`src/rtl/upg_loader_pkg.sv`:
```
// Shared types and constants for the UART program loader.
package upg_loader_pkg;

  typedef enum logic [2:0] {
    ST_IDLE   = 3'd0,
    ST_TGT    = 3'd1,
    ST_CNT_LO = 3'd2,
    ST_CNT_HI = 3'd3,
    ST_DATA   = 3'd4,
    ST_CSUM   = 3'd5,
    ST_DONE   = 3'd6,
    ST_ERR    = 3'd7
  } upg_state_e;

  localparam logic [7:0]  SYNC_BYTE_DEFAULT = 8'hA5;
  localparam logic        TGT_IMEM          = 1'b0;
  localparam logic        TGT_DMEM          = 1'b1;
  localparam logic [15:0] MAX_WORDS         = 16'd16384;

  // Running frame checksum: XOR of every byte between SYNC and CSUM.
  function automatic logic [7:0] csum_step(input logic [7:0] csum, input logic [7:0] data);
    return csum ^ data;
  endfunction

endpackage

```
`src/rtl/upg_word_packer.sv`:
```
// Assembles little-endian 32-bit words from a byte stream and publishes each completed word.
module upg_word_packer (
  input  logic        clock,
  input  logic        reset,
  input  logic        clear,
  input  logic        byte_valid,
  input  logic [7:0]  byte_in,
  output logic        last_byte,
  output logic        word_valid,
  output logic [31:0] word
);

  logic [1:0]  byte_cnt_r;
  logic [23:0] shift_r;
  logic        word_valid_r;
  logic [31:0] word_r;

  // Flags the incoming byte that completes the current word.
  always_comb begin
    last_byte = 1'b0;
    if (byte_valid && (byte_cnt_r == 2'd3)) begin
      last_byte = 1'b1;
    end else begin
      last_byte = 1'b0;
    end
  end

  // Shift bytes in LSB first; the output word only changes when a word completes.
  always_ff @(posedge clock or negedge reset) begin
    if (!reset) begin
      byte_cnt_r   <= 2'd0;
      shift_r      <= 24'd0;
      word_valid_r <= 1'b0;
      word_r       <= 32'd0;
    end else if (clear) begin
      byte_cnt_r   <= 2'd0;
      shift_r      <= 24'd0;
      word_valid_r <= 1'b0;
    end else begin
      word_valid_r <= last_byte;
      if (byte_valid) begin
        byte_cnt_r <= byte_cnt_r + 2'd1;
        shift_r    <= {byte_in, shift_r[23:8]};
        if (byte_cnt_r == 2'd3) begin
          word_r <= {byte_in, shift_r};
        end
      end
    end
  end

  assign word_valid = word_valid_r;
  assign word       = word_r;

endmodule

```
`src/rtl/upg_loader.sv`:
```
// UART program loader: parses framed load commands and drives the upg_* programming port.
module upg_loader
  import upg_loader_pkg::*;
#(
  parameter int unsigned TIMEOUT_CYCLES = 5_000_000,
  parameter logic [7:0]  SYNC_BYTE      = SYNC_BYTE_DEFAULT
) (
  input  logic        clock,
  input  logic        reset,
  input  logic        rx_valid,
  input  logic [7:0]  rx_byte,
  output logic        upg_rst_o,
  output logic        upg_wen_o,
  output logic [14:0] upg_adr_o,
  output logic [31:0] upg_dat_o,
  output logic        upg_done_o,
  output logic        upg_err_o
);

  localparam int unsigned      TMO_W    = $clog2(TIMEOUT_CYCLES + 1);
  localparam logic [TMO_W-1:0] TMO_LAST = TMO_W'(TIMEOUT_CYCLES - 1);
  localparam logic [TMO_W-1:0] TMO_MAX  = TMO_W'(TIMEOUT_CYCLES);

  upg_state_e       state_r;
  upg_state_e       state_next_s;
  logic             target_r;
  logic [15:0]      cnt_r;
  logic [13:0]      index_r;
  logic [7:0]       csum_r;
  logic [TMO_W-1:0] tmo_r;
  logic [14:0]      adr_r;
  logic             rst_r;
  logic             done_r;
  logic             err_r;
  logic             rst_next_s;
  logic             done_next_s;
  logic             err_next_s;
  logic             in_frame_s;
  logic             frame_start_s;
  logic             tmo_expired_s;
  logic             data_byte_s;
  logic             last_byte_s;
  logic             last_word_s;
  logic [15:0]      cnt_full_s;

  assign in_frame_s    = state_r inside {ST_TGT, ST_CNT_LO, ST_CNT_HI, ST_DATA, ST_CSUM};
  assign frame_start_s = rx_valid && (rx_byte == SYNC_BYTE) &&
                         (state_r inside {ST_IDLE, ST_DONE, ST_ERR});
  assign tmo_expired_s = in_frame_s && !rx_valid && (tmo_r == TMO_LAST);
  assign data_byte_s   = rx_valid && (state_r == ST_DATA);
  assign cnt_full_s    = {rx_byte, cnt_r[7:0]};
  assign last_word_s   = last_byte_s && ({2'b00, index_r} == (cnt_r - 16'd1));

  upg_word_packer u_packer (
    .clock      (clock),
    .reset      (reset),
    .clear      (frame_start_s),
    .byte_valid (data_byte_s),
    .byte_in    (rx_byte),
    .last_byte  (last_byte_s),
    .word_valid (upg_wen_o),
    .word       (upg_dat_o)
  );

  // State register.
  always_ff @(posedge clock or negedge reset) begin
    if (!reset) begin
      state_r <= ST_IDLE;
    end else begin
      state_r <= state_next_s;
    end
  end

  // Next-state logic; a timeout can only fire on a cycle without a byte.
  always_comb begin
    state_next_s = state_r;
    if (tmo_expired_s) begin
      state_next_s = ST_ERR;
    end else if (rx_valid) begin
      case (state_r)
        ST_IDLE, ST_DONE, ST_ERR: begin
          if (rx_byte == SYNC_BYTE) state_next_s = ST_TGT;
          else                      state_next_s = state_r;
        end
        ST_TGT: begin
          if (rx_byte[7:1] != 7'd0) state_next_s = ST_ERR;
          else                      state_next_s = ST_CNT_LO;
        end
        ST_CNT_LO: state_next_s = ST_CNT_HI;
        ST_CNT_HI: begin
          if (cnt_full_s > MAX_WORDS)   state_next_s = ST_ERR;
          else if (cnt_full_s == 16'd0) state_next_s = ST_CSUM;
          else                          state_next_s = ST_DATA;
        end
        ST_DATA: begin
          if (last_word_s) state_next_s = ST_CSUM;
          else             state_next_s = ST_DATA;
        end
        ST_CSUM: begin
          if (rx_byte == csum_r) state_next_s = ST_DONE;
          else                   state_next_s = ST_ERR;
        end
        default: state_next_s = ST_IDLE;
      endcase
    end else begin
      state_next_s = state_r;
    end
  end

  // Status levels derived from the state being entered, so they register in step with it.
  always_comb begin
    rst_next_s  = 1'b1;
    done_next_s = 1'b0;
    err_next_s  = 1'b0;
    case (state_next_s)
      ST_IDLE: rst_next_s = 1'b1;
      ST_DONE: done_next_s = 1'b1;
      ST_ERR:  err_next_s = 1'b1;
      default: rst_next_s = 1'b0;
    endcase
  end

  // Registered status outputs.
  always_ff @(posedge clock or negedge reset) begin
    if (!reset) begin
      rst_r  <= 1'b1;
      done_r <= 1'b0;
      err_r  <= 1'b0;
    end else begin
      rst_r  <= rst_next_s;
      done_r <= done_next_s;
      err_r  <= err_next_s;
    end
  end

  // Frame header capture, checksum accumulation and write addressing.
  always_ff @(posedge clock or negedge reset) begin
    if (!reset) begin
      target_r <= TGT_IMEM;
      cnt_r    <= 16'd0;
      index_r  <= 14'd0;
      csum_r   <= 8'd0;
      adr_r    <= 15'd0;
    end else if (frame_start_s) begin
      cnt_r   <= 16'd0;
      index_r <= 14'd0;
      csum_r  <= 8'd0;
    end else begin
      if (rx_valid && (state_r inside {ST_TGT, ST_CNT_LO, ST_CNT_HI, ST_DATA})) begin
        csum_r <= csum_step(csum_r, rx_byte);
      end
      if (rx_valid && (state_r == ST_TGT)) begin
        target_r <= rx_byte[0] ? TGT_DMEM : TGT_IMEM;
      end
      if (rx_valid && (state_r == ST_CNT_LO)) begin
        cnt_r[7:0] <= rx_byte;
      end
      if (rx_valid && (state_r == ST_CNT_HI)) begin
        cnt_r[15:8] <= rx_byte;
      end
      if (last_byte_s) begin
        adr_r   <= {target_r, index_r};
        index_r <= index_r + 14'd1;
      end
    end
  end

  // Inter-byte idle counter; saturates rather than wrapping.
  always_ff @(posedge clock or negedge reset) begin
    if (!reset) begin
      tmo_r <= '0;
    end else if (!in_frame_s || rx_valid) begin
      tmo_r <= '0;
    end else if (tmo_r != TMO_MAX) begin
      tmo_r <= tmo_r + TMO_W'(1);
    end
  end

  assign upg_rst_o  = rst_r;
  assign upg_adr_o  = adr_r;
  assign upg_done_o = done_r;
  assign upg_err_o  = err_r;

endmodule
```
`config.mk`:
```
export PLATFORM = sky130hd
export DESIGN_NAME = upg_loader
export DESIGN_NICKNAME = d
export VERILOG_FILES = /design/src/rtl/upg_loader_pkg.sv /design/src/rtl/upg_word_packer.sv /design/src/rtl/upg_loader.sv
export SDC_FILE = /design/constraint.sdc
export NUM_CORES = 1
export LEC_CHECK = 0
export CORE_UTILIZATION = 45
export CTS_CLUSTER_SIZE = 8
export DETAILED_ROUTE_END_ITERATION = 10
export GPL_TIMING_DRIVEN = 0
export PLACE_DENSITY = 0.66
export SLEW_MARGIN = 10
export SYNTH_ARGS = -nofsm -noshare
export SYNTH_HDL_FRONTEND = slang
export SYNTH_SLANG_ARGS = --single-unit
```
`constraint.sdc`:
```
create_clock -name clock -period 3.2 [get_ports clock]
set_input_delay 0.48 -clock clock [delete_from_list [all_inputs] [get_ports clock]]
set_output_delay 0.48 -clock clock [all_outputs]
set_load 0.02 [all_outputs]
```
==> results.ini <==
[power_and_ir_drop]
seqPwrFrac_pct = 40.3
sw_frac_of_total_pct = 31.1
peakVddDrop_mv = 0.458
clockPowerShare_pct = 36.7
p_comb_share_pct = 23.0
intPower_mw = 3.94
total_power_mw = 5.72
power.leakage_nw = 3.66
p_switching_mw = 1.78
p_per_area_nw_per_um2 = 693

[worst_setup_path]
critPathMaxFanout = 10
critical_path.top_delay_family = buffers and inverters
cpPeakStageDelay_ns = 0.57
start_kind = primary input
reg2reg_depth = 8
crit_chain = clkdlybuf4s50_1 -> nor4bb_1 -> buf_2 -> nand2_1 -> inv_1 -> clkbuf_2 -> clkbuf_1 -> nand2_1 -> nand2_1
crit_type = in -> reg
required_ns = 3.56
path_depth = 9
slowest_stage = clkdlybuf4s50_1
crit_top_cell = nand2_1
startpoint = rx_valid
r2r-start = state_r[0]
critPathArrivalTime_ns = 3.18
end_kind = register
path_buf_inv = 5

[clock_tree]
cts_buffer_depth = 2
cts-buffers-inserted = 17
cts_htree_levels = 4
ctsHoldBuffers = 0
clkTransAtPathRegs_ns = 0.06
clock_latency_ns = 0.42
root_buffer = clkbuf_16
clock-sinks = 142
cts_tree = done

[timing]
fin_ws_ns = 0.383
rsz0062_at_grt = false
setup_violations = 0
fmax_mhz = 355
timing.final.crit_share_pct = 88.0
worst_pin_slew_ns = 0.635
drv_slew = 0
hold_violations = 0
skew_ns = 0.0121
setup_tns_ns = 0
relSlewSlack_pct = 57.7
fin_crit_ns = 2.82

[synthesis]
synth_seq_cells = 142
synth.net_count = 797
synth_area_um2 = 6810
synthArstFlopShare_pct = 100
seq_area_frac_synth_pct = 52.2
synthTopCellsByArea = dfrtp_1 52%, nand2_1 13%, xnor2_1 4.0%, xor2_1 3.3%, nor2_1 3.3%
synth_area_per_cell_um2 = 8.73
yosysTopAreaCell = dfrtp_1
synth_cells = 780
synth_top_area_share_pct = 51.8
ys_types = 49
ys_warn_count = 0
ys.flop_type = dfrtp_1
synth_edf_count = 0

[layout]
drive_above_1_share_pct = 5.41
nets = 872
antenna_cells = 0
final_util_pct = 56.4
area_growth_pct = 21.2
nFillCells = 1314
finalInstanceArea_um2 = 8250

[placement]
dp_slack_ns = -0.271
port_buffers = 55
hpwl_um = 11300
place_congestion = 0.883
placed_cell_area_um2 = 7620

[status]
status = finished, violations left
failed_checks = design-rule violations

[drt]
drc = 21
dr.pass1.iters = 9
ant_nets = 0
vias = 5647
drtIter0Drc = 422
wire_per_inst_um = 15.4
via_per_inst = 5.37
totalWireLength_um = 16300

[job]
max-cap-violations = 0

[grt]
grt_antenna_before_repair = 0
grt_pass1_vias = 5602
grt.overflow.total = 0
grt_max_degree = 81
track_usage_pct = 22.0
grt_pass1_wl_um = 27300

[floorplanning]
fp-row-count = 44
ios = 62
core_um2 = 14600
fp.dieW_um = 125
floorplan.initialDensity_pct = 46.5
dieArea_um2 = 15600
die_y_um = 125

[worst_hold_path]
min_path_type = in -> async

-- cell usage after synthesis, types with 5 or more instances --
cell	n
nor2_1	60
nor4b_1	6
o21ai_0	36
nor4_1	5
clkbuf_1	39
nand3_1	15
a21oi_1	44
nor2b_1	7
xor2_1	26
nand3b_1	5
nand2_1	244
nand4_1	9
ha_1	6
nor3_1	16
dfrtp_1	141
inv_1	13
or3_1	15
or4_1	5
mux2i_1	7
xnor2_1	31
-- layout by cell type (no fill, tap or decap), drive strengths merged, types with 4 or more instances in the layout --
master         count
mux2i              7
nor3              16
nor2b              7
nand3             15
a21oi             44
o21ai             36
or3               15
nor4b              6
dfrtp            141
nor4               7
or4                6
clkinv             7
inv               15
buf                9
xor2              26
nand2            244
and2               4
nand3b             5
nor2              60
ha                 6
bufinv             4
xnor2             31
nand4              9
clkdlybuf4s50     54
clkbuf            59
and3               4
-- flip-flops by register name (all words and copies together) (netlist names), 2 cells and up --
name,cells
cnt_r,16
csum_r,8
index_r,14
state_r,3
tmo_r,23
u_packer.byte_cnt_r,2
u_packer.shift_r,24
u_packer.word,32
upg_adr_o,15
-- power groups by stage --
stage | logic [mW] | registers, mW | clock network, mW
after floorplan | 0.990 | 2.26 | 0
after detailed placement | 1.30 | 2.33 | 0
after global routing | 1.48 | 2.33 | 2.21
after CTS | 1.31 | 2.30 | 2.13
final | 1.31 | 2.31 | 2.10
after global placement | 1.26 | 2.31 | 0
-- worst paths after layout --
path / to / slack [ns]
max in group asynchronous: upg_rst_o / 2.35
worst max-delay path: u_packer.word[24] / 0.38
worst min register to register: u_packer.word[1] / 0.47
min in group clock: u_packer.word[28] / 0.42
worst max register to register: u_packer.word[24] / 0.57
worst min-delay path: tmo_r[19] / 0.05
-- cell families (layout without fill, tap and decap cells) --
kind of cell | count (synthesis) | count (layout) | share of synthesized area, %
muxes | 8 | 8 | 1.19
and+or+nand+nor | 408 | 408 | 26.6
adders and majority gates | 6 | 6 | 1.10
AOI/OAI and AO/OA | 99 | 99 | 8.06
DFF | 142 | 142 | 52.2
xor gates and xnor gates | 57 | 57 | 7.33
buffers and inverters | 60 | 148 | 3.49
-- layout make-up --
type	instances	area [µm²]	share of cell area, %
flip-flops and latches	142	3550	43.1
clock inverters	13	188	2.27
repair buffers	56	579	7.02
multi-input cells	578	3020	36.6
well taps	184	230	2.79
inverters	13	48.8	0.591
plain buffers	47	190	2.30
clock buffers	19	443	5.37
-- metal layers --
metal  track usage [%]  wire [µm]  share of wire, %
met3              5.26        793               4.9
met2              34.1       7400                46
met5                 0          0                 0
met4              7.60        296               1.8
met1              30.1       7760                48
-- what timing repair did --
action	4_1_cts	5_1_grt
setup buffers	0	0
hold endpoints to repair	0	0
setup endpoints to repair	0	33
resized for setup	0	2
-- through the flow --
step,hold slack [ns],std cells
after CTS,0.0643,1052
after floorplan,0.184,780
after global routing,0.0923,1052
final,0.0458,1052
after global placement,0.453,1019
after detailed placement,0.460,1020
Note: power is estimated with default switching activity, not from simulation.
==> RTL edit: new RTL, same settings <==
Change the package constant `MAX_WORDS` from 16'd16384 to 16'd12288.
--- a/src/rtl/upg_loader_pkg.sv
+++ b/src/rtl/upg_loader_pkg.sv
@@ -15,7 +15,7 @@
   localparam logic [7:0]  SYNC_BYTE_DEFAULT = 8'hA5;
   localparam logic        TGT_IMEM          = 1'b0;
   localparam logic        TGT_DMEM          = 1'b1;
-  localparam logic [15:0] MAX_WORDS         = 16'd16384;
+  localparam logic [15:0] MAX_WORDS         = 16'd12288;
 
   // Running frame checksum: XOR of every byte between SYNC and CSUM.
   function automatic logic [7:0] csum_step(input logic [7:0] csum, input logic [7:0] data);
Check against the original RTL: not equivalent (Yosys sat finds a counterexample within 10 cycles, from zero or initial values and one cycle with reset low).
==> RTL edit against the unedited design <==
  * The flow still finishes with violations (design-rule violations)
  * Count of clock-buffer cells in the layout shrank 2
  * Wire length shrank 4.8%
  * Final cell count shrank 6.5%
  * Sequential cell count is the same
  * Final area shrank 0.92%
  * Power shrank 4.0%
  * Clock skew is essentially flat
  * Synthesized area shrank 0.11%
  * Worst hold slack gained 0.057 ns
  * Setup slack lost 0.076 ns
  * Largest cell class unchanged
  * Largest power group unchanged
==> RTL edit: results (changes against the unedited design) <==
stage;metric;value;unit;change
routing;Pre-Repair DR Iteration Count;8;;-1
grt;vias in the first global route;5068;;-9.5%
worst_setup_path;FF-to-FF path depth;9;;+1
worst_setup_path;Worst Path Arrival;3.16;ns;-0.02 ns
sta;Worst Tran Pin Value;0.706;ns;+0.0712 ns
place;HPWL Detailed;10700;um;-5.5%
routing;DRC violations left;9;;-57%
pwr;Lkg Pwr;0.00362;uW;-1.1%
logic_synthesis;top cells by area, synth;dfrtp_1 (52%), nand2_1 (9.5%), xor2_1 (5.0%);;
final_layout;nets@finish;806;;-7.6%
final_layout;share of cells above drive strength 1;9.75;%;+4.3 points
place;port buffer count;52;;-5.5%
worst_setup_path;CP delay by family, top;simple AND/OR/NAND/NOR gates;;
logic_synthesis;Synth cell types;56;;+14%
routing;number of DRC markers in iteration 0;428;;+1.4%
worst_setup_path;R2R Path End;upg_done_o$_DFF_PN0_;;
worst_setup_path;R2R Path Start;cnt_r[0]$_DFFE_PN0P_;;
worst_setup_path;R2R Setup Slk;0.31;ns;-0.26 ns
place;Final GP Congestion;0.814;;-7.9%
sta;Clock Skew;0.0116;ns;-0.000443 ns
logic_synthesis;synthesized net count;734;;-7.9%
outcome;failing checks;design-rule violations;;
grt;total track usage;21.0;%;-1.0 points
grt;first-pass GRT wire length;25900;um;-5.2%
outcome;status;finished, violations left;;
-- RTL edit: cell count changes after synthesis, moves of 8 or more --
cell,before,now
xnor2_1,31,19
mux2_2,1,23
o21ai_0,36,44
xor2_1,26,39
a21oi_1,44,13
nand2_1,244,173
nor3_1,16,5
-- RTL edit: final cells by class --
cell class | count | area (um2)
clock buffers | 17 | 425
inverters | 16 | 60.1
plain buffers | 46 | 188
flip-flops and latches | 142 | 3550
fillers | 1304 | 6470
repair buffers | 53 | 549
well taps | 184 | 230
multi-input cells | 513 | 3000
clock inverters | 13 | 168
-- RTL edit: how the worst max path moves through the flow --
stage / startpoint / end / slack [ns] / depth (start not counted)
2_1_floorplan: cnt_r[0]$_DFFE_PN0P_ / upg_done_o$_DFF_PN0_ / 1.03 / 9
3_3_place_gp: reset / tmo_r[16]$_DFFE_PN0P_ / -3.92 / 1
3_5_place_dp: cnt_r[0]$_DFFE_PN0P_ / upg_done_o$_DFF_PN0_ / 0.38 / 9
4_1_cts: cnt_r[0]$_DFFE_PN0P_ / upg_done_o$_DFF_PN0_ / 0.35 / 9
5_1_grt: cnt_r[0]$_DFFE_PN0P_ / upg_done_o$_DFF_PN0_ / 0.16 / 9
6_report: cnt_r[0]$_DFFE_PN0P_ / upg_done_o$_DFF_PN0_ / 0.31 / 9
-- RTL edit: metal layers --
metal	track usage (%)	wire (um)
met2	33.7	7480
met1	28.8	7230
met3	3.94	510
met5	0	0
met4	6.46	252
-- RTL edit: power breakdown --
| group | leakage, uW | switching [uW] | total, uW | internal (uW) |
|---|---|---|---|---|
| Sequential | 0.00193 | 237 | 2290 | 2060 |
| Combinational | 0.00141 | 715 | 1200 | 481 |
| Clock | 0.000285 | 783 | 2000 | 1220 |
| Total | 0.00362 | 1740 | 5490 | 3760 |
-- RTL edit: kinds of logic (layout without fill, tap and decap cells) --
kind of cell | count (synthesis) | count (layout) | synth area share (%)
flops | 142 | 142 | 52.2
simple gates | 331 | 331 | 22.8
buf+inv | 62 | 145 | 3.64
xor+xnor | 58 | 58 | 7.47
compound gates | 86 | 86 | 7.65
mux | 32 | 32 | 5.13
fa+ha+maj | 6 | 6 | 1.10
-- RTL edit: per-stage QoR --
step | cells | TNS (ns)
floorplan | 717 | 0
global placement | 953 | -553.78
detailed placement | 954 | 0
CTS | 984 | 0
global route | 984 | 0
finish | 984 | 0
